==> src/rtl/uart_alu_intf.sv <==
// uart_alu_intf
//   Glue between a UART receiver, a combinational ALU and a UART transmitter.
//   Three received bytes (operand A, operand B, opcode) are collected into
//   registers that drive the ALU. The ALU result is captured one cycle later
//   and handed to the transmitter with a start/done handshake. A partial frame
//   is abandoned when the gap between its bytes reaches TIMEOUT cycles.
//
// Ports
//   i_clk           system clock, rising edge
//   i_reset_n       asynchronous reset, active low
//   i_rx_done_tick  receiver strobe: i_rx_data is valid
//   i_rx_data       received byte
//   i_alu_result    combinational ALU output
//   i_tx_done_tick  transmitter strobe: frame sent
//   o_data_a        operand A register
//   o_data_b        operand B register
//   o_op            opcode register (low NB_OP bits of the third byte)
//   o_tx_start      one-cycle start strobe to the transmitter
//   o_tx_data       result register to the transmitter
//   o_timeout       one-cycle pulse when a partial frame is abandoned
//   o_overrun       one-cycle pulse when a received byte is dropped
module uart_alu_intf #(
    parameter int unsigned NB_DATA = 8,
    parameter int unsigned NB_OP   = 6,
    parameter int unsigned TIMEOUT = 16'd50000,
    parameter int unsigned NB_TOUT = 16
) (
    input  logic               i_clk,
    input  logic               i_reset_n,
    input  logic               i_rx_done_tick,
    input  logic [NB_DATA-1:0] i_rx_data,
    input  logic [NB_DATA-1:0] i_alu_result,
    input  logic               i_tx_done_tick,
    output logic [NB_DATA-1:0] o_data_a,
    output logic [NB_DATA-1:0] o_data_b,
    output logic [NB_OP-1:0]   o_op,
    output logic               o_tx_start,
    output logic [NB_DATA-1:0] o_tx_data,
    output logic               o_timeout,
    output logic               o_overrun
);

    typedef enum logic [2:0] {
        GET_A   = 3'd0,
        GET_B   = 3'd1,
        GET_OP  = 3'd2,
        EXEC    = 3'd3,
        SEND    = 3'd4,
        WAIT_TX = 3'd5
    } state_t;

    localparam bit               TOUT_EN   = (TIMEOUT != 0);
    localparam logic [NB_TOUT-1:0] TOUT_LAST = NB_TOUT'(TIMEOUT - 1);

    state_t             state, state_next;
    logic [NB_DATA-1:0] a_q, b_q, res_q;
    logic [NB_OP-1:0]   op_q;
    logic [NB_TOUT-1:0] cnt_q;
    logic               tx_start_q, timeout_q, overrun_q;

    logic load_a, load_b, load_op, load_res;
    logic cnt_run, cnt_clr, clr_all;
    logic start_nxt, timeout_nxt, overrun_nxt;
    logic tout_hit;

    // A byte arriving on the last allowed cycle wins over the timeout
    // because the rx checks below come first in each waiting state.
    assign tout_hit = TOUT_EN && (cnt_q == TOUT_LAST);

    always_comb begin
        state_next  = state;
        load_a      = 1'b0;
        load_b      = 1'b0;
        load_op     = 1'b0;
        load_res    = 1'b0;
        cnt_run     = 1'b0;
        cnt_clr     = 1'b0;
        clr_all     = 1'b0;
        start_nxt   = 1'b0;
        timeout_nxt = 1'b0;
        overrun_nxt = 1'b0;
        case (state)
            GET_A: begin
                if (i_rx_done_tick) begin
                    load_a     = 1'b1;
                    cnt_clr    = 1'b1;
                    state_next = GET_B;
                end
            end
            GET_B: begin
                if (i_rx_done_tick) begin
                    load_b     = 1'b1;
                    cnt_clr    = 1'b1;
                    state_next = GET_OP;
                end else if (tout_hit) begin
                    timeout_nxt = 1'b1;
                    cnt_clr     = 1'b1;
                    state_next  = GET_A;
                end else begin
                    cnt_run = TOUT_EN;
                end
            end
            GET_OP: begin
                if (i_rx_done_tick) begin
                    load_op    = 1'b1;
                    cnt_clr    = 1'b1;
                    state_next = EXEC;
                end else if (tout_hit) begin
                    timeout_nxt = 1'b1;
                    cnt_clr     = 1'b1;
                    state_next  = GET_A;
                end else begin
                    cnt_run = TOUT_EN;
                end
            end
            EXEC: begin
                load_res    = 1'b1;
                start_nxt   = 1'b1;
                overrun_nxt = i_rx_done_tick;
                state_next  = SEND;
            end
            SEND: begin
                overrun_nxt = i_rx_done_tick;
                state_next  = WAIT_TX;
            end
            WAIT_TX: begin
                overrun_nxt = i_rx_done_tick;
                if (i_tx_done_tick) state_next = GET_A;
            end
            default: begin
                clr_all    = 1'b1;
                state_next = GET_A;
            end
        endcase
    end

    always_ff @(posedge i_clk or negedge i_reset_n) begin
        if (!i_reset_n) begin
            state      <= GET_A;
            a_q        <= '0;
            b_q        <= '0;
            op_q       <= '0;
            res_q      <= '0;
            cnt_q      <= '0;
            tx_start_q <= 1'b0;
            timeout_q  <= 1'b0;
            overrun_q  <= 1'b0;
        end else begin
            state      <= state_next;
            tx_start_q <= start_nxt;
            timeout_q  <= timeout_nxt;
            overrun_q  <= overrun_nxt;
            if (clr_all) begin
                a_q   <= '0;
                b_q   <= '0;
                op_q  <= '0;
                res_q <= '0;
                cnt_q <= '0;
            end else begin
                if (load_a)   a_q   <= i_rx_data;
                if (load_b)   b_q   <= i_rx_data;
                if (load_op)  op_q  <= i_rx_data[NB_OP-1:0];
                if (load_res) res_q <= i_alu_result;
                if (cnt_clr)      cnt_q <= '0;
                else if (cnt_run) cnt_q <= cnt_q + NB_TOUT'(1);
            end
        end
    end

    assign o_data_a   = a_q;
    assign o_data_b   = b_q;
    assign o_op       = op_q;
    assign o_tx_data  = res_q;
    assign o_tx_start = tx_start_q;
    assign o_timeout  = timeout_q;
    assign o_overrun  = overrun_q;

endmodule

==> config.mk <==
export PLATFORM = sky130hd
export DESIGN_NAME = uart_alu_intf
export DESIGN_NICKNAME = d
export VERILOG_FILES = /design/src/rtl/uart_alu_intf.sv
export SDC_FILE = /design/constraint.sdc
export NUM_CORES = 1
export LEC_CHECK = 0
export ABC_CLOCK_PERIOD_IN_PS = 3000
export CORE_UTILIZATION = 47
export CTS_CLUSTER_SIZE = 14
export DETAILED_ROUTE_END_ITERATION = 10
export PLACE_DENSITY = 0.82
export SYNTH_ARGS = -nofsm -noshare
export SYNTH_HDL_FRONTEND = slang
export SYNTH_SLANG_ARGS = --single-unit
==> constraint.sdc <==
create_clock -name i_clk -period 3 [get_ports i_clk]
set_clock_uncertainty 0.1 [all_clocks]
set_input_delay 0.3 -clock i_clk [delete_from_list [all_inputs] [get_ports i_clk]]
set_output_delay 0.3 -clock i_clk [all_outputs]
set_load 0.005 [all_outputs]
=== After elaboration in Yosys (flattened, before gate mapping) ===
Cells that the tools add are included.

* Output and inout port bits: 33
* Register bits after elaboration: 52
* Word-level logic and storage cells: 59

* Multiplexer cells: 31
* Reduce and logical (&&, ||, !) cells: 5
* Equality and inequality tests: 13
* Add/sub/neg operators: 1

{| class="wikitable"
|+ Operator list
! cell !! number
|-
| 16-bit 2-to-1 mux || 3
|-
| 8-bit 2-to-1 mux || 6
|-
| 3-bit case mux with 6 select lines || 1
|-
| 16-bit by 1-bit adder with 16-bit output, second input constant || 1
|-
| 16-bit equality test, second input constant || 1
|-
| 3-bit 2-to-1 mux || 5
|-
| 1-bit 2-to-1 mux || 13
|-
| 6-bit 2-to-1 mux || 2
|-
| 2-bit by 1-bit inequality test with 1-bit output, second input constant || 4
|-
| 3-bit by 2-bit equality test with 1-bit output, second input constant || 2
|-
| 3-bit equality test, second input constant || 2
|-
| 6-bit OR reduction || 1
|-
| 2-bit inequality test, second input constant || 2
|-
| 3-bit by 1-bit equality test with 1-bit output, second input constant || 1
|-
| 3-bit logical NOT || 1
|-
| 3-bit by 1-bit inequality test with 1-bit output, second input constant || 1
|-
| 3-bit OR reduction || 1
|-
| 1-bit case mux with 2 select lines || 1
|-
| 2-bit AND reduction || 1
|-
| 2-bit OR reduction || 1
|}

=== Depth between registers and ports, before layout ===
Gate-level depths: netlist (run 1).

* Word-level depth: 7
* Mapped depth: 7

=== Worst setup path before layout (run 1) ===
No wires, ideal clock.

* Path type: flip-flop to flip-flop
* Start point: register cnt_q[0]
* End point: register cnt_q[3]
* Arrival: 1.718 ns
* Setup time: 0.077 ns
* Buffers on the path: 1
* Setup slack: 1.105 ns
* Stages on the path, launching flop included: 7
* Cell sequence: dfrtp_1 > ha_1 > and3_1 > and4_1 > buf_2 > or4_1 > a21oi_1

* Longest elaborated chain between the ends: 6
* Elaborated cells between the ends (all ways): 12

{| class="wikitable"
|+ RTL lines
! element !! RTL line !! RTL
|-
| from (decl) || 58 || <nowiki>logic [NB_TOUT-1:0] cnt_q;</nowiki>
|-
| from (signal assigned) || 165 || <nowiki>else if (cnt_run) cnt_q <= cnt_q + NB_TOUT'(1);</nowiki>
|-
| parallel branches: the longest is 6 deep, another holds 16-bit by 1-bit adder with 16-bit output || - ||
|}

Parallel ways; which one is timed is not known. The select of a mux whose other input is x is not followed.
A chain may end at the register's enable or synchronous reset.

=== Worst setup path in the final report (run 1) ===
* Start point: register state[0]
* End point: register cnt_q[11]

* Longest elaborated chain between the ends: 5
* Elaborated cells between the ends (all ways): 13

{| class="wikitable"
|+ RTL lines
! element !! RTL line !! RTL
|-
| from (decl) || 55 || <nowiki>state_t state, state_next;</nowiki>
|-
| from (signal assigned) || 149 || <nowiki>state <= state_next;</nowiki>
|-
| 3-bit by 2-bit equality test with 1-bit output / 3-bit by 1-bit equality test with 1-bit output (equally long branches) || 82 || <nowiki>case (state)</nowiki>
|-
| 2-bit OR reduction (no line) || - ||
|-
| 1-bit case mux with 2 select lines || 82 ||
|-
| 16-bit 2-to-1 mux || 164 || <nowiki>if (cnt_clr) cnt_q <= '0;</nowiki>
|-
| 16-bit 2-to-1 mux || 153 || <nowiki>if (clr_all) begin</nowiki>
|}

Parallel ways exist; a longest one is shown, timed or not.

==> out/results.txt, run 1 <==
status - finished clean
gp weighted congestion - 0.829
Synth cell types - 37
Final Core Density - 64.0%
Resized Gates After CTS - 0
internal power - 0.00167 W
Die ar. - 5410 µm²
#FFs+latches synth - 52
Peak VDD IR - 518 µV
GRT Util Overall - 22.1%
H-tree Lvls - 2
Core Box Area - 4820 µm²
number of flops mapped to enable cells by yosys - 0
Tightest Pin Transition - 757 ps
Fmax - 424 MHz
Critical Path Start Type - flop
Slew Viols, Final - 0
# DRC - 0
final instance area - 3080 µm²
Detailed Route WL - 5270 µm
Clock Tree Buf Depth - 2
CTS clk-pin slew, worst paths - 100 ps
Reg power frac - 43.0%
Worst Path Required - 3070 ps
combinational power share - 41.3%
CTS buffer count - 5
Buf/Inv on CP - 0
post-DR wirelength/cell - 14.4 µm
RSZ-0062 raised after global routing - no
Sw Share - 34.9%
GR Overflow Total - 0
setup tns final - 0 ps
count of final setup violators - 0
syn nets - 269
Clock Sinks - 52
asr flop ratio synth - 100%
Die Span X - 73.5 µm
CP Max Fanout - 20
min cycle time layout - 2360 ps
yosys warns - 0
Synth Cell Area - 2400 µm²
post-route antenna net violation count - 0
DRT Pass-1 Iters - 4
first-pass GRT wire length - 9050 µm
cell family with most CP delay - compound AO/OA/AOI/OAI gates
antenna cells - 0
Worst-Skew Late Latency - 310 ps
vias in the first global route - 1928
Switch Pwr - 0.000897 W
Nets - 320
PortBufs - 52
DR vias - 1978
max cap viols - 0
ys flop type - dfrtp_1
proportion of layout cells with a drive suffix above 1 - 5.00%
worst min path class - reg -> reg
final hold vios - 0
syn avg cell area - 9.70 µm²
Via density - 5.39
crit-path cells - and3b_1, a21oi_1, o31a_1, nor3_1
initial antenna violation count - 0
Initial Util - 49.9%
CP arrival - 2430 ps
Power Density - 834 nW/µm²
relative slew slack - 49.6%
postcts setup bufs - 0
DPL Wire Length - 3630 µm
CP max-delay cell - o31a_1
I/O pin count - 53
Area growth, synth to finish - 28.3%
CP Capture Type - flop
Iteration-0 DRC Markers - 138
CP peak stage delay - 610 ps
CTS tree - done
post-place instance area - 2980 µm²
chip height - 73.5 µm
kind of critical path - reg -> reg
Clock Power Share - 15.8%
largest net degree at the start of global routing - 34
Mapped Cells - 248
row count - 25
final critical-path share of the clock period - 78.6%
register area share after synthesis - 54.1%
clk root buf - clkbuf_8
CTS Hold Bufs - 1
leakage dissipation - 1.27 nW
-- metrics by stage --
stage / worst slack, ps / hold WS, ps / total power (W) / std cells
2_1_floorplan: 1100 / -95.6 / 0.00162 / 248
6_report: 642 / 430 / 0.00257 / 367
3_3_place_gp: 666 / 298 / 0.00214 / 358
3_5_place_dp: 615 / 311 / 0.00218 / 358
5_1_grt: 389 / 444 / 0.00278 / 367
4_1_cts: 652 / 426 / 0.00260 / 367
-- cells by family after synthesis --
family	Yosys count	share of synthesized area (%)
simple gates	110	23.4
compound gates	52	12.3
flops	52	54.1
buf+inv	16	2.76
mux	14	5.83
xor+xnor	3	1.09
fa+ha+maj	1	0.520
-- cell usage after synthesis, drive strengths merged, types with 2 or more instances --
cell type / instances / area, µm²
a31oi: 2 / 12.5
nor3b: 2 / 15.0
nor4b: 2 / 17.5
nor3: 6 / 35.0
clkbuf: 9 / 33.8
nand4: 4 / 25.0
and4: 3 / 26.3
nor2b: 3 / 18.8
o21ai: 16 / 80.1
nand2: 38 / 143
buf: 5 / 25.0
and2: 2 / 12.5
nor2: 22 / 82.6
nor4bb: 3 / 30.0
a41oi: 2 / 17.5
a21oi: 22 / 110
nand3: 8 / 40.0
or4: 4 / 30.0
dfrtp: 52 / 1300
xor2: 2 / 17.5
mux2i: 14 / 140
and3: 3 / 18.8
inv: 2 / 7.51
o31ai: 4 / 30.0
or3: 7 / 43.8
-- cell type report --
type / count / area (µm²)
Fill cell: 424 / 1730
Sequential cell: 52 / 1300
Multi-Input combinational cell: 180 / 1040
Timing Repair Buffer: 58 / 563
Tap cell: 67 / 83.8
Clock buffer: 5 / 68.8
Clock inverter: 3 / 22.5
Inverter: 2 / 7.51
-- power groups by stage --
stage	combinational (W)	sequential (W)	clock, W
CTS	0.00107	0.00110	0.000423
floorplan	0.000543	0.00108	0
finish	0.00106	0.00110	0.000405
global placement	0.00104	0.00111	0
detailed placement	0.00106	0.00111	0
global route	0.00118	0.00114	0.000457
-- routing by layer --
layer | part of all wire, % | GRT usage [%] | wire length, µm
met5 | 0 | 0 | 0
met4 | 1.1 | 7.26 | 58
met3 | 6.7 | 8.50 | 354
met2 | 46 | 33.4 | 2430
met1 | 46 | 29.1 | 2430
-- state kept, by name, indices dropped and copies added (netlist names) --
| register | flops |
|---|---|
| o_overrun | 1 |
| o_timeout | 1 |
| o_data_a | 8 |
| o_data_b | 8 |
| cnt_q | 16 |
| o_op | 6 |
| o_tx_data | 8 |
| state | 3 |
| o_tx_start | 1 |
-- final timing paths --
check | slack, ps | end | cells after the start | start
max in group asynchronous | 1660 | cnt_q[8] | 3 | i_reset_n
hold reg to reg | 430 | o_data_a[2] | 2 | o_data_a[2]
hold / removal | 430 | o_data_a[2] | 2 | o_data_a[2]
setup reg to reg | 640 | cnt_q[11] | 4 | state[0]
setup / recovery | 640 | cnt_q[11] | 4 | state[0]
min in group asynchronous | 490 | cnt_q[4] | 2 | i_reset_n
-- worst register-to-register path, cell delays in order (launching register included) --
cell	delay, ps
dfrtp_1	530
and3b_1	440
a21oi_1	410
o31a_1	610
nor3_1	130
-- placed cells by master (no fill, tap or decap), drive strengths merged, types with 2 or more instances in the layout --
master,n
a21oi,22
a31oi,2
a41oi,2
and2,2
and3,3
and4,3
buf,6
clkbuf,5
clkdlybuf4s50,51
clkinv,2
dfrtp,52
inv,3
mux2i,14
nand2,38
nand3,8
nand4,4
nor2,22
nor2b,3
nor3,6
nor3b,2
nor4b,2
nor4bb,3
o21ai,16
o31ai,4
or3,7
or4,4
xor2,2
No activity file was read; power rests on OpenSTA's default activity.
==> run 2, diff against run 1 <==
ABC_CLOCK_PERIOD_IN_PS = 2100   (was 3000)
CORE_UTILIZATION = 45   (was 47)
clock period = 2.1 ns   (was 3 ns; I/O delays follow)
==> run 2 against run 1 <==
  * Non-clock buffer count grew 13
  * Count of clock-buffer cells in the layout did not move
  * First-iteration DRC count decreased by 42%
  * Clock power increased by 95%
==> out/results.txt, run 2 (synthesis results as in run 1) <==
status - finished clean
Metal-1 WL - 2290 µm (-5.6%)
Reg power frac - 37.3% (-5.7 points)
final critical-path share of the clock period - 92.7% (+14 points)
antenna cells - 0 (unchanged)
gp weighted congestion - 0.855 (+3.0%)
Clock Tree Buf Depth - 2 (unchanged)
Worst-Skew Late Latency - 300 ps (about the same)
post-DR wirelength/cell - 13.9 µm (-3.0%)
Die Span X - 75.1 µm (+2.1%)
post-route antenna net violation count - 0 (unchanged)
CTS buffer count - 5 (unchanged)
Worst Path Required - 2220 ps (-850 ps)
H-tree Lvls - 2 (unchanged)
Tightest Pin Transition - 420 ps (-337 ps)
CTS clk-pin slew, worst paths - 90 ps (about the same)
I/O pin count - 53 (unchanged)
Clock Sinks - 52 (unchanged)
Iteration-0 DRC Markers - 80 (-42%)
Core Box Area - 5140 µm² (+6.7%)
Area growth, synth to finish - 35.3%
setup tns final - 0 ps (unchanged)
Clock Power Share - 19.6% (+3.8 points)
Initial Util - 46.8% (-3.1 points)
Post-Place Cells - 374 (+4.5%)
postcts setup bufs - 0 (unchanged)
Die ar. - 5640 µm² (+4.3%)
commonest non-fill, non-tap cell in the layout - dfrtp_1
combinational power share - 43.1% (+1.8 points)
setup ws final - 153 ps (-489 ps)
metal3 WL - 329 µm (-7.1%)
kind of critical path - reg -> reg
CTS tree - done
Final Core Density - 63.3% (-0.71 points)
PortBufs - 52 (unchanged)
Post-Layout Cell Count - 382 (+4.1%)
Nets - 333 (+4.1%)
GRT Util Overall - 20.4% (-1.7 points)
Sw Share - 31.8% (-3.1 points)
RSZ-0062 raised after global routing - no
Met2 Routed Length - 2610 µm (+7.4%)
leakage dissipation - 1.36 nW (+7.4%)
GR Overflow Total - 0 (unchanged)
Fmax - 514 MHz (+21%)
Detailed Route WL - 5330 µm (+1.0%)
DRT Pass-1 Iters - 4 (unchanged)
register area - 1300 µm² (unchanged)
Switch Pwr - 0.00128 W (+43%)
worst reg2reg startpoint - cnt_q[0]
reg2reg setup slack - 150 ps (-490 ps)
max cap viols - 0 (unchanged)
internal power - 0.00275 W (+64%)
CP arrival - 2070 ps (-360 ps)
largest reg by FF count - cnt_q
Power Density - 1240 nW/µm² (+49%)
combined area of the multi-input logic cells - 1040 µm² (+0.60%)
Critical Path Start Type - flop
DPL Wire Length - 3680 µm (+1.3%)
CP Max Fanout - 16 (-20%)
Via density - 5.40 (+0.20%)
WHS - 317 ps (-114 ps)
Peak VDD IR - 853 µV (+65%)
r2r worst-path depth - 6 (+2)
chip height - 75.1 µm (+2.1%)
relative slew slack - 71.6% (+22 points)
# DRC - 0 (unchanged)
Fillers - 442 (+4.2%)
row count - 26 (+4.0%)
initial antenna violation count - 0 (unchanged)
min cycle time layout - 1950 ps (-411 ps)
top routing layer in use - met4
first-pass GRT wire length - 8690 µm (-4.0%)
R2R Path End - cnt_q[7]
worst min path class - in -> async
Slew Viols, Final - 0 (unchanged)
pre-CTS setup slack - 82.4 ps (-533 ps)
proportion of layout cells with a drive suffix above 1 - 9.29% (+4.3 points)
vias in the first global route - 1932 (+0.21%)
max reg flops - 16 (unchanged)
final hold vios - 0 (unchanged)
CP Capture Type - flop
count of final setup violators - 0 (unchanged)
DR vias - 2063 (+4.3%)
largest net degree at the start of global routing - 53 (+56%)
most frequent cells in the layout - dfrtp_1, clkdlybuf4s50_1, nand2_1, nor2_1, a21oi_1
clk root buf - clkbuf_8
## run 2: changes by cell type in the layout (fill, tap and decap cells not counted), sizes merged
cell and change:
bufinv +2, clkinv -2, buf +13, inv -1
## run 2: power by group through the flow
| stage | clock, W | combinational, W | sequential, W |
|---|---|---|---|
| 5_1_grt | 0.000829 | 0.00191 | 0.00154 |
| 3_3_place_gp | 0 | 0.00169 | 0.00152 |
| 6_report | 0.000790 | 0.00174 | 0.00150 |
| 2_1_floorplan | 0 | 0.000776 | 0.00154 |
| 3_5_place_dp | 0 | 0.00174 | 0.00152 |
| 4_1_cts | 0.000806 | 0.00176 | 0.00150 |
## run 2: how the worst max path moves through the flow
stage	endpoint	slack (ps)	start
2_1_floorplan	cnt_q[3]	200	cnt_q[0]
6_report	cnt_q[7]	150	cnt_q[0]
3_3_place_gp	cnt_q[15]	140	i_rx_done_tick
4_1_cts	cnt_q[11]	90	cnt_q[0]
3_5_place_dp	cnt_q[15]	80	i_rx_done_tick
5_1_grt	cnt_q[5]	9	cnt_q[0]
## run 2: stage by stage
| step | power [W] | cell area [µm²] |
|---|---|---|
| 2_1_floorplan | 0.00231 | 2400 |
| 3_3_place_gp | 0.00321 | 3110 |
| 5_1_grt | 0.00428 | 3250 |
| 3_5_place_dp | 0.00326 | 3110 |
| 6_report | 0.00403 | 3250 |
| 4_1_cts | 0.00407 | 3250 |
## run 2: what timing repair did
action                                  in CTS  in global routing
endpoints found under the setup margin       0                  3
resized for setup                            0                  2
hold buffers                                 1                  0
endpoints found under the hold margin       52                  0
## run 2: per-layer routing
metal  track usage, %  vias to the layer above
li1                 -                     1007
met1             25.5                      986
met2             33.6                       60
met3             6.43                       10
met4             6.92                        0
met5                0                        -
## run 2: area by class of cell
class | instances | area share (%)
tap | 70 | 2.69
clock buffer | 5 | 2.11
timing repair buffer | 71 | 21.1
sequential | 52 | 40.0
inverter | 2 | 0.231
multi-input combinational | 180 | 32.1
clock inverter | 2 | 1.85
## run 2: critical path, stage by stage, from the launching register on
cell and delay [ps]:
dfrtp_1 390, ha_1 240, and3_1 220, and4_2 280, o31a_1 290, buf_12 160, nor3_1 180
==> run 3, diff against run 2 <==
CAP_MARGIN = 25   (was unset)
GPL_ROUTABILITY_DRIVEN = 0   (was unset)
==> results of run 3 <==
The final DEF is identical to that of run 2; final timing and power are the same.
